[src/rtl/bus_arbiter.sv]
// bus_arbiter: two-master round-robin arbiter and transaction sequencer for the
// shared slave bus. It registers the winning request onto the bus, waits for
// bReady, and returns read data with a one-cycle ack. A bounded wait-state
// timer turns a missing bReady into an error ack, so the bus cannot hang.
//
// Ports:
//   clk, rst                      clock, asynchronous active-high reset
//   m0_req/we/addr/wdata          master 0 (CPU) request, held until m0_ack
//   m0_ack, m0_err                master 0 completion pulse / error flag
//   m1_req/we/addr/wdata          master 1 (DMA/debug) request
//   m1_ack, m1_err                master 1 completion pulse / error flag
//   m_rdata                       read data for the completing master
//   bAddr, bWData, bWe, bStb      bus address, write data, write qualifier, strobe
//   bReady, bRData                slave completion and muxed read data
//   owner                         master currently or last granted
module bus_arbiter #(
    parameter int unsigned AW      = 32,
    parameter int unsigned DW      = 32,
    parameter int unsigned TIMEOUT = 15
) (
    input  logic          clk,
    input  logic          rst,
    input  logic          m0_req,
    input  logic          m0_we,
    input  logic [AW-1:0] m0_addr,
    input  logic [DW-1:0] m0_wdata,
    output logic          m0_ack,
    output logic          m0_err,
    input  logic          m1_req,
    input  logic          m1_we,
    input  logic [AW-1:0] m1_addr,
    input  logic [DW-1:0] m1_wdata,
    output logic          m1_ack,
    output logic          m1_err,
    output logic [DW-1:0] m_rdata,
    output logic [AW-1:0] bAddr,
    output logic [DW-1:0] bWData,
    output logic          bWe,
    output logic          bStb,
    input  logic          bReady,
    input  logic [DW-1:0] bRData,
    output logic          owner
);

    localparam int unsigned TW = 8;
    localparam logic [TW-1:0] TIMER_LAST = TW'(TIMEOUT - 1);

    typedef enum logic {
        IDLE = 1'b0,
        BUSY = 1'b1
    } state_t;

    state_t        state, state_d;
    logic [TW-1:0] timer, timer_d;
    logic [AW-1:0] addr_d;
    logic [DW-1:0] wdata_d;
    logic [DW-1:0] rdata_d;
    logic          we_d, stb_d, owner_d;
    logic          m0_ack_d, m0_err_d, m1_ack_d, m1_err_d;
    logic          grant;

    // State and output registers; every output leaves from a flop.
    always_ff @(posedge clk or posedge rst) begin
        if (rst) begin
            state   <= IDLE;
            timer   <= '0;
            bAddr   <= '0;
            bWData  <= '0;
            bWe     <= 1'b0;
            bStb    <= 1'b0;
            owner   <= 1'b1;
            m_rdata <= '0;
            m0_ack  <= 1'b0;
            m0_err  <= 1'b0;
            m1_ack  <= 1'b0;
            m1_err  <= 1'b0;
        end else begin
            state   <= state_d;
            timer   <= timer_d;
            bAddr   <= addr_d;
            bWData  <= wdata_d;
            bWe     <= we_d;
            bStb    <= stb_d;
            owner   <= owner_d;
            m_rdata <= rdata_d;
            m0_ack  <= m0_ack_d;
            m0_err  <= m0_err_d;
            m1_ack  <= m1_ack_d;
            m1_err  <= m1_err_d;
        end
    end

    // Next-state and next-output logic.
    always_comb begin
        state_d  = state;
        timer_d  = timer;
        addr_d   = bAddr;
        wdata_d  = bWData;
        we_d     = bWe;
        stb_d    = bStb;
        owner_d  = owner;
        rdata_d  = m_rdata;
        m0_ack_d = 1'b0;
        m0_err_d = 1'b0;
        m1_ack_d = 1'b0;
        m1_err_d = 1'b0;
        // Under contention the master that did not win last time goes next.
        grant    = (m0_req && m1_req) ? ~owner : m1_req;

        unique case (state)
            IDLE: begin
                stb_d = 1'b0;
                if (m0_req || m1_req) begin
                    addr_d  = grant ? m1_addr  : m0_addr;
                    wdata_d = grant ? m1_wdata : m0_wdata;
                    we_d    = grant ? m1_we    : m0_we;
                    stb_d   = 1'b1;
                    owner_d = grant;
                    timer_d = '0;
                    state_d = BUSY;
                end
            end
            BUSY: begin
                if (bReady) begin
                    rdata_d  = bRData;
                    m0_ack_d = ~owner;
                    m1_ack_d = owner;
                    stb_d    = 1'b0;
                    we_d     = 1'b0;
                    state_d  = IDLE;
                end else if (timer == TIMER_LAST) begin
                    // No slave answered: complete with an error, not stale data.
                    rdata_d  = '0;
                    m0_ack_d = ~owner;
                    m1_ack_d = owner;
                    m0_err_d = ~owner;
                    m1_err_d = owner;
                    stb_d    = 1'b0;
                    we_d     = 1'b0;
                    state_d  = IDLE;
                end else begin
                    timer_d = TW'(timer + 1'b1);
                end
            end
            default: state_d = IDLE;
        endcase
    end

endmodule

[config.mk]
export PLATFORM = sky130hd
export DESIGN_NAME = bus_arbiter
export DESIGN_NICKNAME = d
export VERILOG_FILES = /design/src/rtl/bus_arbiter.sv
export SDC_FILE = /design/constraint.sdc
export NUM_CORES = 1
export LEC_CHECK = 0
export ABC_CLOCK_PERIOD_IN_PS = 7600
export CAP_MARGIN = 5
export CORE_MARGIN = 5
export CORE_UTILIZATION = 35
export DETAILED_ROUTE_END_ITERATION = 12
export PLACE_DENSITY = 0.74
export SLEW_MARGIN = 5
export SYNTH_ARGS = -nofsm -noshare
export SYNTH_HDL_FRONTEND = slang
export SYNTH_SLANG_ARGS = --single-unit
export TNS_END_PERCENT = 50
[constraint.sdc]
create_clock -name clk -period 7.6 [get_ports clk]
set_clock_uncertainty 0.15 [all_clocks]
set_input_delay 2.28 -clock clk [delete_from_list [all_inputs] [get_ports clk]]
set_output_delay 2.28 -clock clk [all_outputs]
set_load 0.1 [all_outputs]
==> summary.md, run 1 <==
| Metric | Value |
|---|---|
| Status | complete, no violations |
| Clk slew on worst S/H paths | approximately 0.07 ns |
| Total Neg Setup Slack | 0 ns |
| Clk sink count | around 110 |
| H-tree depth | 3 |
| Synthesized flop and latch total | roughly 110 |
| Post-Syn Area per Cell | between 10 and 15 um^2 |
| Mapped Area | approximately 4900 um^2 |
| Vias in the first global route | roughly 4400 |
| Hold_ws | approximately 0.33 ns |
| Final Hold Viols | 0 |
| Largest net degree at the start of global routing | approximately 140 |
| Leakage | between 3 and 4 nW |
| Max-cap violations | 0 |
| Period utilization | between 60 and 70% |
| Fillers | 1182 |
| Die area | 16350 um^2 |
| Share of layout cells above drive strength 1 | between 4 and 5% |
| Core area | 13770 um^2 |
| Remaining DRCs | 0 |
| First-pass GRT wire length | ~22000 um |
| Crit path max fanout | 30 |
| Area growth from synthesis to layout | 63.73% |
| Top Ports | 270 |
| Tightest Hold Check Type | flop to flop |
| GRT overflow | 0 |
| Synth Instances | 426 |
| Diodes inserted | 0 |
| Hold buffers post-CTS | 0 |
| DR iter-0 viols | 215 |
| DR WL/cell | between 15 and 20 um |
| WL final | 14420 um |
| Row count | 43 |
| DR pass1 iterations | 4 |
| Critical path capture point type | flop |
| Routability cong. | between 0.8 and 0.9 |
| Global-route usage over all layers | about 17% |
| CTS root buf | clkbuf_16 |
| Max VDD drop | approximately 0.22 mV |
| Placed Area | 7645 um^2 |
| Non-filler cells, final | roughly 860 |
| Cell area after layout | 7963 um^2 |
| Unrepaired setup endpoints after global routing | no |
| Post-CTS Setup Inserts | 0 |
| Post-route ant nets | 0 |
| Worst Max-Slew Pin Slew | approximately 1.3 ns |
| DP Cell Count | 848 |
| Final setup vio count | 0 |
| EDFF count, synth | 0 |
| Commonest cells after routing, fill and taps aside | clkdlybuf4s50_1, dfrtp_1, nand2_1 |
| Via/cell ratio | 4.800 |
| Cts bufs inserted | 9 |
| Initial Util | a little over a third |
| Min Tclk post-route | roughly 4.8 ns |
| Max Slew Vio Count | 0 |
| Critical path class | primary input to flop |
| PwrDens | 477.6 nW/um^2 |
| Post-synth ARST share | 100.0% |
| Startpoint types | primary input |
| Commonest non-fill, non-tap cell in the layout | clkdlybuf4s50_1 |
| Max clock buf depth | 2 |
| Vias post-DR | around 4100 |
| Initial antenna violation count | 0 |
| Critical Path AT | between 4 and 5 ns |
| Ys flop type | dfrtp_1 |
| Max Fclk | ~210 MHz |
| Die X | roughly 130 um |
| Relative slew margins | a little over an eighth |
| CTS tree | built |
| Die height | approximately 130 um |
| Clock Latency Late Sink | approximately 0.34 ns |
| Netlist cell types | slightly above 40 |
| Post-Synthesis Net Count | 595 |
| Post-CTS sizing | 0 |
| Port buffer count | 269 |
| Sequential fraction of the synthesis area | 57.65% |
| Worst Path Required | between 7 and 8 ns |
| HPWL reported at the end of detailed placement | 11010 um |
| Net count reported at finish | ~850 |
| Syn. warnings | 0 |
-- cell type report --
class	count	area [um^2]	area share, %
Clock buffer	12	266.5	3.347
Sequential cell	112	2804	35.21
Tap cell	180	225.2	2.828
Multi-Input combinational cell	279	1876	23.55
Clock inverter	4	51.30	0.6442
Inverter	4	17.52	0.2200
Timing Repair Buffer	273	2723	34.19
-- where the power goes --
part	internal [mW]	leakage (nW)	switching, mW
registers	0.807	1.39	0.133
logic	0.552	1.89	1.82
clock network	0.283	0.155	0.210
total	1.64	3.43	2.16
-- worst max-delay path: stages --
cell and delay [ns]:
clkdlybuf4s50_1 0.55, a21boi_4 1.02, buf_4 0.55, mux2i_1 0.22
o21ai_0 0.11
-- worst paths after layout --
check | startpoint | end | slack (ns) | cells after the start
min | bWData[30] | bWData[30] | 0.33 | 2
max reg2reg | owner | bWData[22] | 4.93 | 4
max | m1_req | bWData[22] | 2.82 | 5
min reg2reg | bWData[30] | bWData[30] | 0.33 | 2
max in group asynchronous | rst | m_rdata[12] | 3.84 | 3
min in group asynchronous | rst | m_rdata[14] | 2.26 | 2
-- cell usage after synthesis, types with 2 or more instances --
library cell  count  share of area [%]
nand2_1          69                5.3
mux2i_1          65                 13
dfrtp_1         111                 57
a22o_1           32                5.8
o21ai_0          61                6.3
nand3_1           7               0.72
a31oi_1           5               0.64
buf_6             4               0.93
inv_1             4               0.31
buf_2            10                1.0
and2_1            2               0.26
a21oi_1           2               0.21
ha_1              2               0.51
clkbuf_1         10               0.77
o21ai_1           6               0.62
nor4_1            2               0.26
nand4_1           2               0.26
buf_4             6               0.93
nor2_1            3               0.23
nand2b_1          2               0.26
-- flip-flops by register name, indices dropped and copies added, names as in the netlist, 8 cells and up --
signal   cells
bAddr       32
bWData      32
m_rdata     32
timer        8
-- kinds of logic (layout without fill, tap and decap cells) --
group	Yosys count	count (layout)	share of synthesized area, %
AOI/OAI and AO/OA	117	117	15.57
muxes	65	65	13.38
buffers and inverters	35	293	4.245
DFF	112	112	57.65
adders and majority gates	2	2	0.5145
and+or+nand+nor	95	95	8.644
-- layer usage --
metal / GRT usage, % / vias to the layer above / share of wire, %
li1: - / 2022 / -
met1: 20.37 / 1936 / 40
met2: 29.73 / 174 / 50
met3: 5.458 / 15 / 8.4
met4: 5.556 / 0 / 1.7
met5: 0 / - / 0
-- metrics by stage --
stage | utilization (%) | setup WS, ns | power, mW
CTS | 57.81 | 2.826 | 3.836
global placement | 55.51 | 2.560 | 3.307
detailed placement | 55.51 | 2.463 | 3.331
floorplan | - | 2.213 | 2.723
global route | 57.81 | 2.655 | 3.951
finish | 57.81 | 2.823 | 3.803
Power figures use the tool's default switching activity.
==> inputs of run 2 (changes only) <==
- ABC_CLOCK_PERIOD_IN_PS: 7600 -> 4550
- clock period: 7.6 -> 4.55 ns (I/O delays scaled with it)
==> run 2 against run 1 <==
Effect of this change:
- die area unchanged
- count of clock-buffer cells in the layout is the same
- clock power rose by 46%
- critical path type is now flop to primary output
- critical endpoint is now bWData[3]
- largest cell class unchanged
==> summary.md, run 2 (synthesis results as in run 1) <==
| Metric | Value |
|---|---|
| Net count reported at finish | roughly 850 |
| HPWL reported at the end of detailed placement | between 10000 and 15000 um |
| Overall power | 6.254 mW |
| Worst slack, placed | 1.164 ns |
| Via/cell ratio | between 4 and 5 |
| Slowest cell on the critical path | clkdlybuf4s50_1 |
| Initial antenna violation count | 0 |
| Max VDD drop | 0.4257 mV |
| Area of the multi-input gates | between 1500 and 2000 um^2 |
| DP Cell Count | between 800 and 900 |
| Crit path max fanout | 2 |
| Met2 usage | between 20 and 30% |
| PwrDens | approximately 790 nW/um^2 |
| Fillers | between 1000 and 1500 |
| Reg-to-Reg End | bWe |
| Largest net degree at the start of global routing | 70 |
| Port buffer count | 269 |
| Die X | about 130 um |
| Max stage delay on crit path | 1.17 ns |
| Final Hold Viols | 0 |
| Clk slew on worst S/H paths | ~0.060 ns |
| Die height | 127.9 um |
| H-tree depth | 3 |
| Startpoint types | flop |
| CTS tree | built |
| Unrepaired setup endpoints after global routing | no |
| Tightest Hold Check Type | flop to flop |
| Routability cong. | 0.8019 |
| Final worst slack | around 1.2 ns |
| Cell count along the critical path | 1 |
| Core area | 13770 um^2 |
| Initial Util | between 30% and 40% |
| Post-CTS sizing | 0 |
| Clock Latency Late Sink | around 0.34 ns |
| Leakage | about 3.4 nW |
| Cts bufs inserted | 9 |
| Relative slew margins | between 20 and 30% |
| Worst Setup EP | bWData[3] |
| Max Slew Vio Count | 0 |
| R2R Path Start | timer[0] |
| Top Ports | 270 |
| Top flop regs | bAddr: 32 flops, bWData: 32 flops, m_rdata: 32 flops |
| Max Fclk | about 300 MHz |
| Critical path capture point type | primary output |
| Die area | between 15000 and 20000 um^2 |
| Min Tclk post-route | approximately 3.4 ns |
| Worst Path Required | around 3.0 ns |
| Status | complete, no violations |
| Post-route ant nets | 0 |
| CP Cell Sequence | clkdlybuf4s50_1 |
| Row count | 43 |
| Remaining DRCs | 0 |
| Reg2reg path depth | 6 |
| Commonest non-fill, non-tap cell in the layout | clkdlybuf4s50_1 |
| Diodes inserted | 0 |
| Period utilization | between 70 and 80% |
| Global-route usage over all layers | 17.31% |
| Final setup vio count | 0 |
| Met1 GRT Util | between 10% and 20% |
| Max-cap violations | 0 |
| DR pass1 iterations | 4 |
| Commonest cells after routing, fill and taps aside | clkdlybuf4s50_1, dfrtp_1, nand2_1 |
| Critical path class | flop to primary output |
| WL final | roughly 14000 um |
| Clk sink count | 112 |
| CTS root buf | clkbuf_16 |
| Critical path origin | bWData[3] |
| GRT overflow | 0 |
| Vias post-DR | ~4200 |
| Hold buffers post-CTS | 0 |
| Non-filler cells, final | around 870 |
| Critical Path AT | ~1.9 ns |
| Worst Max-Slew Pin Slew | approximately 1.1 ns |
| CP bufs+invs | 1 |
| Post-CTS Setup Inserts | 0 |
| Post-layout util | between 50% and 60% |
| Vias in the first global route | approximately 4400 |
| First-pass GRT wire length | about 23000 um |
| CP top delay family | buffers and inverters |
| Total Neg Setup Slack | 0 ns |
| Area growth from synthesis to layout | 63.06% |
| DR iter-0 viols | 124 |
| Grt peak-use layer | met2 |
| Max clock buf depth | 2 |
| R2R Setup Slk | roughly 2.3 ns |
| Share of layout cells above drive strength 1 | just under 5% |
| Met3 usage | about 6.2% |
| DR WL/cell | approximately 17 um |
| Register Area | ~2800 um^2 |
run 2: layer usage:
layer	part of all wire [%]	up-vias
met4	2.7	0
met5	0	-
li1	-	2033
met2	50	184
met1	37	1945
met3	9.8	25
run 2: worst min path at each step:
stage	from	to	slack, ns	cells past startpoint
floorplan	timer[3]	timer[3]	0.34	1
global route	bAddr[3]	bAddr[3]	0.36	2
global placement	bWData[29]	bWData[29]	0.31	2
finish	bAddr[4]	bAddr[4]	0.33	2
CTS	bAddr[4]	bAddr[4]	0.33	2
detailed placement	bAddr[4]	bAddr[4]	0.32	2
run 2: power by group:
part / switching [mW] / total (mW) / leakage, nW / internal (mW)
Sequential: 0.225 / 1.57 / 1.39 / 1.35
Clock: 0.337 / 0.720 / 0.132 / 0.383
Combinational: 3.04 / 3.96 / 1.90 / 0.921
run 2: final cells by class:
class | instances | area share [%]
inverters | 4 | 0.2209
well taps | 180 | 2.840
multi-input cells | 279 | 23.65
clock inverters | 3 | 0.2367
repair buffers | 276 | 34.59
flip-flops and latches | 112 | 35.36
clock buffers | 12 | 3.108
run 2: per-stage QoR:
stage	hold WS, ns	instance area [um^2]
6_report	0.3266	7930
5_1_grt	0.3597	7930
4_1_cts	0.3337	7930
3_5_place_dp	0.3191	7665
3_3_place_gp	0.3112	7665
2_1_floorplan	0.3385	4863
==> inputs of run 3 (changes only) <==
- ABC_CLOCK_PERIOD_IN_PS: 4550 -> 2800
- PLACE_DENSITY: 0.74 -> 0.77
- clock period: 4.55 -> 2.8 ns (I/O delays scaled with it)
==> run 3 against run 2 <==
Effect of this change:
- core utilization fell by 0.95 points
- non-clock buffer count did not move
- cell area is 1.7% lower
- wire length down 0.98%
- cell count up 0.12%
- critical path depth rose by 2
- largest cell class unchanged
- largest power group unchanged
==> summary.md, run 3 (synthesis results as in run 1) <==
| Metric | Value |
|---|---|
| Top flop regs | bAddr: 32 flops, bWData: 32 flops, m_rdata: 32 flops |
| Placed Area | 7498 um^2 |
| Reg2reg path depth | 2 |
| Net count reported at finish | ~850 |
| Non-filler cells, final | about 870 |
| Max VDD drop | 0.7744 mV |
| Min Tclk post-route | about 2.5 ns |
| Vias post-DR | ~4200 |
| Crit path max fanout | 32 |
| Via/cell ratio | 4.805 |
| Vias in the first global route | between 4000 and 5000 |
| CTS tree | built |
| Critical path class | primary input to flop |
| Row count | 43 |
| Port buffer count | 269 |
| CTS root buf | clkbuf_16 |
| Final Hold Viols | 0 |
| Cts bufs inserted | 9 |
| Die X | 127.9 um |
| Tightest Hold Check Type | flop to flop |
| DP Cell Count | 851 |
| HPWL reported at the end of detailed placement | between 10000 and 15000 um |
| Commonest cells after routing, fill and taps aside | clkdlybuf4s50_1, dfrtp_1, buf_4 |
| Hold buffers post-CTS | 0 |
| Core area | roughly 14000 um^2 |
| Max Fclk | about 400 MHz |
| Register Area | about 2800 um^2 |
| Commonest non-fill, non-tap cell in the layout | clkdlybuf4s50_1 |
| Die height | around 130 um |
| Area growth from synthesis to layout | 60.36% |
| Leakage | between 3 and 4 nW |
| Max clock buf depth | 2 |
| Final setup vio count | 0 |
| Initial Util | about a third |
| Share of layout cells above drive strength 1 | around a fifth |
| Critical path capture point type | flop |
| Clk sink count | approximately 110 |
| Max-cap violations | 0 |
| Startpoint types | primary input |
| Post-route ant nets | 0 |
| Overall power | around 10 mW |
| Critical Path AT | ~2.7 ns |
| Diodes inserted | 0 |
| Unrepaired setup endpoints after global routing | no |
| Period utilization | 90.19% |
| Clk slew on worst S/H paths | ~0.07 ns |
| GRT overflow | 0 |
| Relative slew margins | between 20 and 25% |
| Status | complete, no violations |
| DR iter-0 viols | 223 |
| Worst Max-Slew Pin Slew | approximately 1.2 ns |
| PwrDens | roughly 1300 nW/um^2 |
| DR WL/cell | between 15 and 20 um |
| Largest net degree at the start of global routing | 86 |
| Initial antenna violation count | 0 |
| Post-CTS Setup Inserts | 0 |
| Fillers | 1189 |
| DR pass1 iterations | 4 |
| Top Ports | 270 |
| Die area | roughly 16000 um^2 |
| WL final | between 10000 and 15000 um |
| Area of the multi-input gates | between 1500 and 2000 um^2 |
| Routability cong. | 0.8147 |
| Global-route usage over all layers | between 10% and 20% |
| Hold Path Depth | 2 |
| Worst Path Required | approximately 2.9 ns |
| Max Slew Vio Count | 0 |
| Clock Latency Late Sink | between 0.3 and 0.4 ns |
| First-pass GRT wire length | around 22000 um |
| Cell area after layout | approximately 8000 um^2 |
| H-tree depth | 3 |
| Remaining DRCs | 0 |
| Post-CTS sizing | 0 |
run 3: area by class of cell:
type,instances,area share (%)
clock buffers,13,3.337
flip-flops and latches,112,35.95
multi-input cells,279,24.05
inverters,4,0.2407
repair buffers,276,33.02
clock inverters,3,0.5134
well taps,180,2.888
run 3: worst max-delay path, stage by stage:
cell,delay [ns]
clkdlybuf4s50_1,0.55
and2_1,0.94
a22o_1,0.30
run 3: per-layer routing:
metal	wire length, um	track usage (%)	up-vias	part of all wire [%]
met2	7070	29.21	187	50
met4	260	5.930	0	1.8
met5	0	0	-	0
met3	1337	5.875	17	9.4
li1	-	-	2028	-
met1	5509	19.52	1934	39
run 3: final timing paths:
| kind | startpoint | endpoint | slack, ns |
|---|---|---|---|
| min in group asynchronous | rst | m_rdata[16] | 0.63 |
| setup reg to reg | state | m_rdata[16] | 0.70 |
| hold reg to reg | bWData[22] | bWData[22] | 0.33 |
| setup / recovery | bReady | m_rdata[16] | 0.27 |
| hold / removal | bWData[22] | bWData[22] | 0.33 |
| max in group asynchronous | rst | owner | 1.30 |
run 3: metrics by stage:
step	TNS, ns	util [%]	hold slack [ns]	worst slack (ns)
2_1_floorplan	0	-	0.3385	0.4534
3_3_place_gp	0	54.44	0.3122	0.04412
3_5_place_dp	-0.3259	54.44	0.3214	-0.03591
4_1_cts	0	56.62	0.3373	0.3141
5_1_grt	0	56.62	0.3630	0.1839
6_report	0	56.62	0.3284	0.2746
run 3: power breakdown:
part	leakage [nW]	internal [mW]	switching, mW	total, mW
clock	0.150	0.741	0.545	1.29
sequential	1.39	2.19	0.390	2.58
combinational	2.06	1.36	4.94	6.29
total	3.60	4.29	5.87	10.2
